<file path="config.mk">
export PLATFORM = sky130hd
export DESIGN_NAME = climate_station_scheduler
export DESIGN_NICKNAME = d
export VERILOG_FILES = /design/src/rtl/climate_pkg.sv /design/src/rtl/climate_rr_arbiter.sv /design/src/rtl/climate_station_scheduler.sv
export SDC_FILE = /design/constraint.sdc
export NUM_CORES = 1
export LEC_CHECK = 0
export BUFFER_PORTS_ARGS = -buffer_cell sky130_fd_sc_hd__buf_4
export CAP_MARGIN = 40
export CORE_MARGIN = 2
export CORE_UTILIZATION = 30
export CTS_CLUSTER_DIAMETER = 100
export DETAILED_ROUTE_END_ITERATION = 7
export PLACE_DENSITY = 0.68
export SETUP_SLACK_MARGIN = 0.05
export SYNTH_ARGS = -nofsm -noshare
export SYNTH_HDL_FRONTEND = slang
export SYNTH_SLANG_ARGS = --single-unit
</file>
<file path="constraint.sdc">
create_clock -name clk -period 4.7 [get_ports clk]
set_clock_uncertainty 0.2 [all_clocks]
set_input_delay 0.235 -clock clk [delete_from_list [all_inputs] [get_ports clk]]
set_output_delay 0.235 -clock clk [all_outputs]
set_load 0.01 [all_outputs]
</file>
<file path="src/rtl/climate_pkg.sv">
// Shared types and constants for the climate station scheduler slice:
// scheduler state encoding, one-hot weather result codes and helpers.
package climate_pkg;

  // Scheduler FSM states.
  typedef enum logic [1:0] {
    IDLE  = 2'd0,
    ISSUE = 2'd1,
    WAIT  = 2'd2,
    RESP  = 2'd3
  } sched_state_t;

  // Operand, result and counter widths.
  localparam int OPERAND_W = 32;
  localparam int RESULT_W  = 4;
  localparam int TCOUNT_W  = 16;

  // One-hot weather result codes, bit order {snow, sunny, storm, error}.
  localparam logic [RESULT_W-1:0] RES_SNOW  = 4'b1000;
  localparam logic [RESULT_W-1:0] RES_SUNNY = 4'b0100;
  localparam logic [RESULT_W-1:0] RES_STORM = 4'b0010;
  localparam logic [RESULT_W-1:0] RES_ERROR = 4'b0001;

  // Field view of a result word; bit layout matches the constants above.
  typedef struct packed {
    logic snow;
    logic sunny;
    logic storm;
    logic error;
  } weather_result_t;

  // True when exactly one bit of v is set.
  function automatic logic is_one_hot(input logic [RESULT_W-1:0] v);
    return (v != '0) && ((v & (v - RESULT_W'(1))) == '0);
  endfunction

  // Classifier results that are not a single class collapse to error.
  function automatic weather_result_t sanitize_result(input logic [RESULT_W-1:0] v);
    return is_one_hot(v) ? weather_result_t'(v) : weather_result_t'(RES_ERROR);
  endfunction

endpackage

</file>
<file path="src/rtl/climate_rr_arbiter.sv">
// Combinational round-robin arbiter: grants the first requester at or after
// ptr_i, wrapping past N-1 back to 0. Produces one-hot and binary forms.
module climate_rr_arbiter #(
  parameter int N     = 4,
  parameter int IDX_W = (N > 1) ? $clog2(N) : 1
) (
  input  logic [N-1:0]     req_i,
  input  logic [IDX_W-1:0] ptr_i,
  input  logic             enable_i,
  output logic [N-1:0]     grant_o,
  output logic [IDX_W-1:0] idx_o
);

  // Scan requesters starting at the pointer; the first hit wins.
  always_comb begin
    int          j;
    logic        found;
    logic [IDX_W-1:0] cand;
    // NOTE: every output gets a default before any conditional assignment;
    // a path that leaves a combinational output untouched infers a latch.
    grant_o = '0;
    idx_o   = '0;
    found   = 1'b0;
    j       = 0;
    cand    = '0;
    if (enable_i) begin
      for (int i = 0; i < N; i++) begin
        j = int'(ptr_i) + i;
        if (j >= N) j = j - N;
        cand = IDX_W'(j);
        if (!found && req_i[cand]) begin
          found         = 1'b1;
          grant_o[cand] = 1'b1;
          idx_o         = cand;
        end
      end
    end
  end

endmodule

</file>
<file path="src/rtl/climate_station_scheduler.sv">
// Shares one climate classifier among N_STATIONS requesters. Round-robin
// grant in IDLE, one-cycle start pulse in ISSUE, bounded wait for the
// classifier's done in WAIT, and a one-cycle response to the owner in RESP.
module climate_station_scheduler
  import climate_pkg::*;
#(
  parameter int N_STATIONS     = 4,
  parameter int TIMEOUT_CYCLES = 16
) (
  input  logic                           clk,
  input  logic                           rst,
  input  logic [N_STATIONS-1:0]          req_valid,
  input  logic [N_STATIONS*OPERAND_W-1:0] req_temperature,
  input  logic [N_STATIONS*OPERAND_W-1:0] req_pressure,
  output logic [N_STATIONS-1:0]          req_ready,
  output logic                           cls_start,
  output logic signed [OPERAND_W-1:0]    cls_temperature,
  output logic [OPERAND_W-1:0]           cls_pressure,
  input  logic                           cls_done,
  input  logic [RESULT_W-1:0]            cls_result,
  output logic [N_STATIONS-1:0]          resp_valid,
  output logic [RESULT_W-1:0]            resp_result,
  output logic                           resp_timeout,
  output logic                           busy,
  output logic [TCOUNT_W-1:0]            timeout_count
);

  localparam int PTR_W = (N_STATIONS > 1) ? $clog2(N_STATIONS) : 1;
  localparam int TMR_W = (TIMEOUT_CYCLES > 1) ? $clog2(TIMEOUT_CYCLES) : 1;
  localparam logic [PTR_W-1:0] LAST_IDX  = PTR_W'(N_STATIONS - 1);
  localparam logic [TMR_W-1:0] TMR_LIMIT = TMR_W'(TIMEOUT_CYCLES - 1);

  sched_state_t state_q, state_d;

  logic [PTR_W-1:0]     rr_ptr_q, rr_ptr_d;
  logic [PTR_W-1:0]     owner_q, owner_d;
  logic [TMR_W-1:0]     timer_q, timer_d;
  logic                 cls_start_q, cls_start_d;
  logic [OPERAND_W-1:0] cls_temp_q, cls_temp_d;
  logic [OPERAND_W-1:0] cls_pres_q, cls_pres_d;
  logic [N_STATIONS-1:0] resp_valid_q, resp_valid_d;
  weather_result_t      resp_result_q, resp_result_d;
  logic                 resp_timeout_q, resp_timeout_d;
  logic [TCOUNT_W-1:0]  tcount_q, tcount_d;

  logic [N_STATIONS-1:0] arb_grant;
  logic [PTR_W-1:0]      arb_idx;
  logic                  arb_any;
  logic                  wait_expired;

  // Arbitration is only live in IDLE and never while reset is asserted,
  // so req_ready reads 0 during reset.
  climate_rr_arbiter #(
    .N     (N_STATIONS),
    .IDX_W (PTR_W)
  ) u_arbiter (
    .req_i    (req_valid),
    .ptr_i    (rr_ptr_q),
    .enable_i ((state_q == IDLE) && !rst),
    .grant_o  (arb_grant),
    .idx_o    (arb_idx)
  );

  assign arb_any      = |arb_grant;
  assign wait_expired = (timer_q == TMR_LIMIT);

  // State register.
  always_ff @(posedge clk) begin
    // NOTE: sequential state uses non-blocking assignment so every register
    // samples values from before the edge, independent of statement order.
    if (rst) state_q <= IDLE;
    else     state_q <= state_d;
  end

  // Next-state logic; a done in the final WAIT cycle still counts as done.
  always_comb begin
    state_d = state_q;
    unique case (state_q)
      IDLE:    if (arb_any) state_d = ISSUE;
      ISSUE:   state_d = WAIT;
      WAIT:    if (cls_done || wait_expired) state_d = RESP;
      RESP:    state_d = IDLE;
      default: state_d = IDLE;
    endcase
  end

  // Output and datapath next values; pulses default low, holds default hold.
  always_comb begin
    rr_ptr_d       = rr_ptr_q;
    owner_d        = owner_q;
    timer_d        = timer_q;
    cls_temp_d     = cls_temp_q;
    cls_pres_d     = cls_pres_q;
    tcount_d       = tcount_q;
    cls_start_d    = 1'b0;
    resp_valid_d   = '0;
    resp_result_d  = '0;
    resp_timeout_d = 1'b0;

    unique case (state_q)
      IDLE: begin
        if (arb_any) begin
          owner_d     = arb_idx;
          rr_ptr_d    = (arb_idx == LAST_IDX) ? '0 : arb_idx + PTR_W'(1);
          cls_temp_d  = req_temperature[arb_idx*OPERAND_W +: OPERAND_W];
          cls_pres_d  = req_pressure[arb_idx*OPERAND_W +: OPERAND_W];
          cls_start_d = 1'b1;
        end
      end
      ISSUE: begin
        timer_d = '0;
      end
      WAIT: begin
        if (cls_done) begin
          resp_valid_d  = N_STATIONS'(1) << owner_q;
          resp_result_d = sanitize_result(cls_result);
        end else if (wait_expired) begin
          resp_valid_d   = N_STATIONS'(1) << owner_q;
          resp_result_d  = weather_result_t'(RES_ERROR);
          resp_timeout_d = 1'b1;
          if (tcount_q != '1) tcount_d = tcount_q + TCOUNT_W'(1);
        end else begin
          timer_d = timer_q + TMR_W'(1);
        end
      end
      default: ;
    endcase
  end

  // Datapath registers; reset discards any in-flight request.
  always_ff @(posedge clk) begin
    if (rst) begin
      rr_ptr_q       <= '0;
      owner_q        <= '0;
      timer_q        <= '0;
      cls_start_q    <= 1'b0;
      cls_temp_q     <= '0;
      cls_pres_q     <= '0;
      resp_valid_q   <= '0;
      resp_result_q  <= '0;
      resp_timeout_q <= 1'b0;
      tcount_q       <= '0;
    end else begin
      rr_ptr_q       <= rr_ptr_d;
      owner_q        <= owner_d;
      timer_q        <= timer_d;
      cls_start_q    <= cls_start_d;
      cls_temp_q     <= cls_temp_d;
      cls_pres_q     <= cls_pres_d;
      resp_valid_q   <= resp_valid_d;
      resp_result_q  <= resp_result_d;
      resp_timeout_q <= resp_timeout_d;
      tcount_q       <= tcount_d;
    end
  end

  assign req_ready       = arb_grant;
  assign cls_start       = cls_start_q;
  assign cls_temperature = cls_temp_q;
  assign cls_pressure    = cls_pres_q;
  assign resp_valid      = resp_valid_q;
  assign resp_result     = resp_result_q;
  assign resp_timeout    = resp_timeout_q;
  assign busy            = (state_q != IDLE);
  assign timeout_count   = tcount_q;

endmodule

</file>
==> flow_summary.yaml <==
worst_setup_path:
  path_cells: "inv_1 > ha_1 > or3b_2 > a21boi_1 > or3_1 > o21a_4 > buf_12 > and2_2 > buf_4 > a32oi_1 > a211oi_1"
  path_buf_inv: 3
  worstRegToRegCells: 11
  crit-reg2reg-launch: "rr_ptr_q[0]"
  crit_slowest_cell: "dfxtp_2"
  r2r-end: "cls_pressure[17]"
  rrSetupSlack_ns: 0.68
  path_class: "flop to flop"
  cp.required_ns: 4.77
  slowest_delay_ns: 0.53
  critPathMaxFanout: 68
  cp-end-kind: "flop"
  crit_arrival_ns: 4.08
  cp-start-kind: "flop"
  critical-path-top-delay-family: "simple AND/OR/NAND/NOR gates"
floorplanning:
  start_util_pct: 30.6
  dieArea_um2: 21800
  die_y_um: 148
  core_um2: 20200
  rows: 52
  io_pins: 362
  die_w_um: 148
cells_and_area:
  final_nets: 1417
  synthToLayoutAreaGrowth_pct: 72.5
  drive_gt1_share_pct: 36.2
  final_cell_area_um2: 10700
power_and_ir_drop:
  power-per-cell-area_nw_per_um2: 528
  power_leakage_nw: 4.62
  p_total_w: 0.00564
  vdd_drop_max_uv: 453
placement:
  place_ws_ns: 0.367
  gp_congestion: 0.861
  placed_cell_area_um2: 9140
  placement.io_buffers: 361
  dp_hpwl_um: 17400
yosys:
  syn_area_per_cell_um2: 8.96
  ys_warn_count: 0
  synth_cells: 691
  synth_ff_type: "dfxtp_1"
  syn_nets: 973
  synthTopCellsByArea: "dfxtp_1 32%, mux2i_1 11%, a2bb2oi_1 8.3%, o211ai_1 8.2%, nand3b_1 7.3%"
  yosysSeqAreaShare_pct: 32.3
  async_flop_share_pct: 0
  synth_edf_count: 0
  synth_cell_type_count: 54
  yosys_register_bits: 100
  synth_top_area_share_pct: 32.3
  netlist_area_um2: 6190
  synth_largest_area_cell: "dfxtp_1"
sta:
  fin_crit_sh_pct: 85.4
  worst_pin_slew_ns: 0.739
  tns_ns: 0
  min_period_ns: 4.02
  slew_headroom_pct: 50.8
  hold_violations: 0
  maxClockFrequency_mhz: 249
  rsz0062_at_grt: "no"
  finalSetupViolCount: 0
  slew_viol_final: 0
  post-route-worst-setup-slack_ns: 0.684
routing:
  drc: 0
  first_pass_iters: 5
  wl_um: 25300
  antenna_left: 0
  via_count: 7389
  wl_per_cell_um: 17.9
  drt_iter0_drc: 359
  via_per_inst: 5.24
clock_network:
  clock-sinks: 100
  clock_latency_ns: 0.35
  cts_buffer_depth: 2
  cts_buffers: 9
  postCtsSetupBuffers: 0
  root_buffer: "clkbuf_16"
  cts_tree: "done"
  path_clk_slew_ns: 0.08
  htreeDepth: 3
global_route:
  grtUsageTotal_pct: 22.4
  antenna_found_initial: 0
  grt_pass1_wl_um: 39200
  grt_max_degree: 70
  grt_pass1_vias: 7420
  grt.overflow.total: 0
worst_hold_path:
  whs_path_depth: 3
  hp-start: "req_pressure[15]"
  whs_endpoint: "cls_pressure[15]"
  hold_class: "input pin to flop"
run:
  cap_violations: 0
run_status:
  outcome: "finished, final reports clean"
==> power breakdown <==
| group | switching, W | internal, W |
|---|---|---|
| Sequential | 0.000167 | 0.00113 |
| Clock | 0.000379 | 0.000374 |
| Combinational | 0.00194 | 0.00166 |
==> flip-flops by register name, indices dropped and copies added, names as in the netlist <==
name             count
state_q              2
resp_valid           4
owner_q              2
resp_timeout         1
cls_pressure        32
resp_result          4
cls_start            1
timer_q              4
timeout_count       16
cls_temperature     32
rr_ptr_q             2
==> metal layers <==
metal  global-route usage (%)  routed length (µm)  vias up
met2                     37.8               12200      339
met5                        0                   0        -
met1                     27.3               10200     3460
li1                         -                   -     3524
met4                     9.13                 903        0
met3                     5.52                1940       66
==> worst min-delay path, cell delays in order <==
cell and delay [ns]:
buf_4 0.12, a21oi_1 0.12, a211oi_1 0.07
==> final cells by class <==
type,instances,area (µm²)
antenna,1,2.50
clock buffer,9,225
clock inverter,7,68.8
fill,1826,9560
inverter,11,41.3
multi-input combinational,514,3870
sequential,100,2000
tap,270,338
timing repair buffer,499,4130
==> worst max-delay path by stage <==
stage / startpoint / end / slack (ns) / depth (start not counted)
global route: rr_ptr_q[1] / cls_pressure[14] / 0.30 / 11
global placement: rr_ptr_q[0] / cls_pressure[17] / 0.46 / 11
finish: rr_ptr_q[0] / cls_pressure[17] / 0.68 / 11
CTS: rr_ptr_q[0] / cls_pressure[17] / 0.35 / 11
detailed placement: rr_ptr_q[0] / cls_pressure[17] / 0.37 / 11
floorplan: rr_ptr_q[0] / rr_ptr_q[0] / 1.20 / 15
==> cell families (layout without fill, tap and decap cells) <==
logic type | Yosys count | after routing | synth area share [%]
AO/OA/AOI/OAI | 189 | 189 | 23.1
XOR/XNOR | 11 | 11 | 1.56
adder cells (fa/ha/maj) | 15 | 15 | 3.03
buffers and inverters | 77 | 526 | 5.58
flip-flops | 100 | 100 | 32.3
multiplexers | 77 | 77 | 13.2
other | 0 | 1 | 0
AND/OR/NAND/NOR | 222 | 222 | 21.1
==> cell usage after synthesis (all sizes together), types with 2 or more instances <==
library cell,number
a21oi,19
inv,11
a32oi,5
nor2,30
nand3,68
and4,3
ha,15
a211oi,6
and2,10
nand4,6
nand2,15
xor2,7
mux2,8
nor4,2
o21a,2
a2bb2oi,59
o21ai,15
or3b,2
and3,3
dfxtp,100
mux2i,67
mux4,2
buf,40
xnor2,4
or3,8
o211ai,68
nand3b,60
o311ai,4
nor3b,3
a211o,2
clkbuf,26
nand2b,4
nor3,4
==> placed cells by master, fill, tap and decap left out, types with 4 or more instances in the layout <==
cell           count
buf_4            370
nand3b_1          60
or3_1              8
nand4_1            6
a32oi_1            5
mux2_2             8
buf_12             4
o21ai_0           14
clkbuf_16          9
o311ai_0           4
xor2_1             7
dfxtp_1           99
nand2b_1           4
mux2i_1           66
a2bb2oi_1         59
o211ai_1          68
a21oi_1           18
ha_1              15
inv_6              4
xnor2_1            4
inv_1             10
nand2_1           15
nand3_1           68
and2_1             9
dlygate4sd3_1    124
a211oi_1           6
nor2_1            30
==> metrics by stage <==
step                hold WS [ns]  util, %  cells
floorplan                  0.157        -    691
global placement           0.260     45.0   1269
detailed placement         0.261     45.2   1270
CTS                       0.0107     52.7   1410
global route              0.0386     52.7   1410
finish                    0.0352     52.8   1411
==> repair_timing <==
action	4_1_cts	5_1_grt
resized for setup	0	1
hold endpoints to repair	64	0
endpoints found under the setup margin	0	2
hold buffers	124	0
Power figures use the tool's default switching activity.
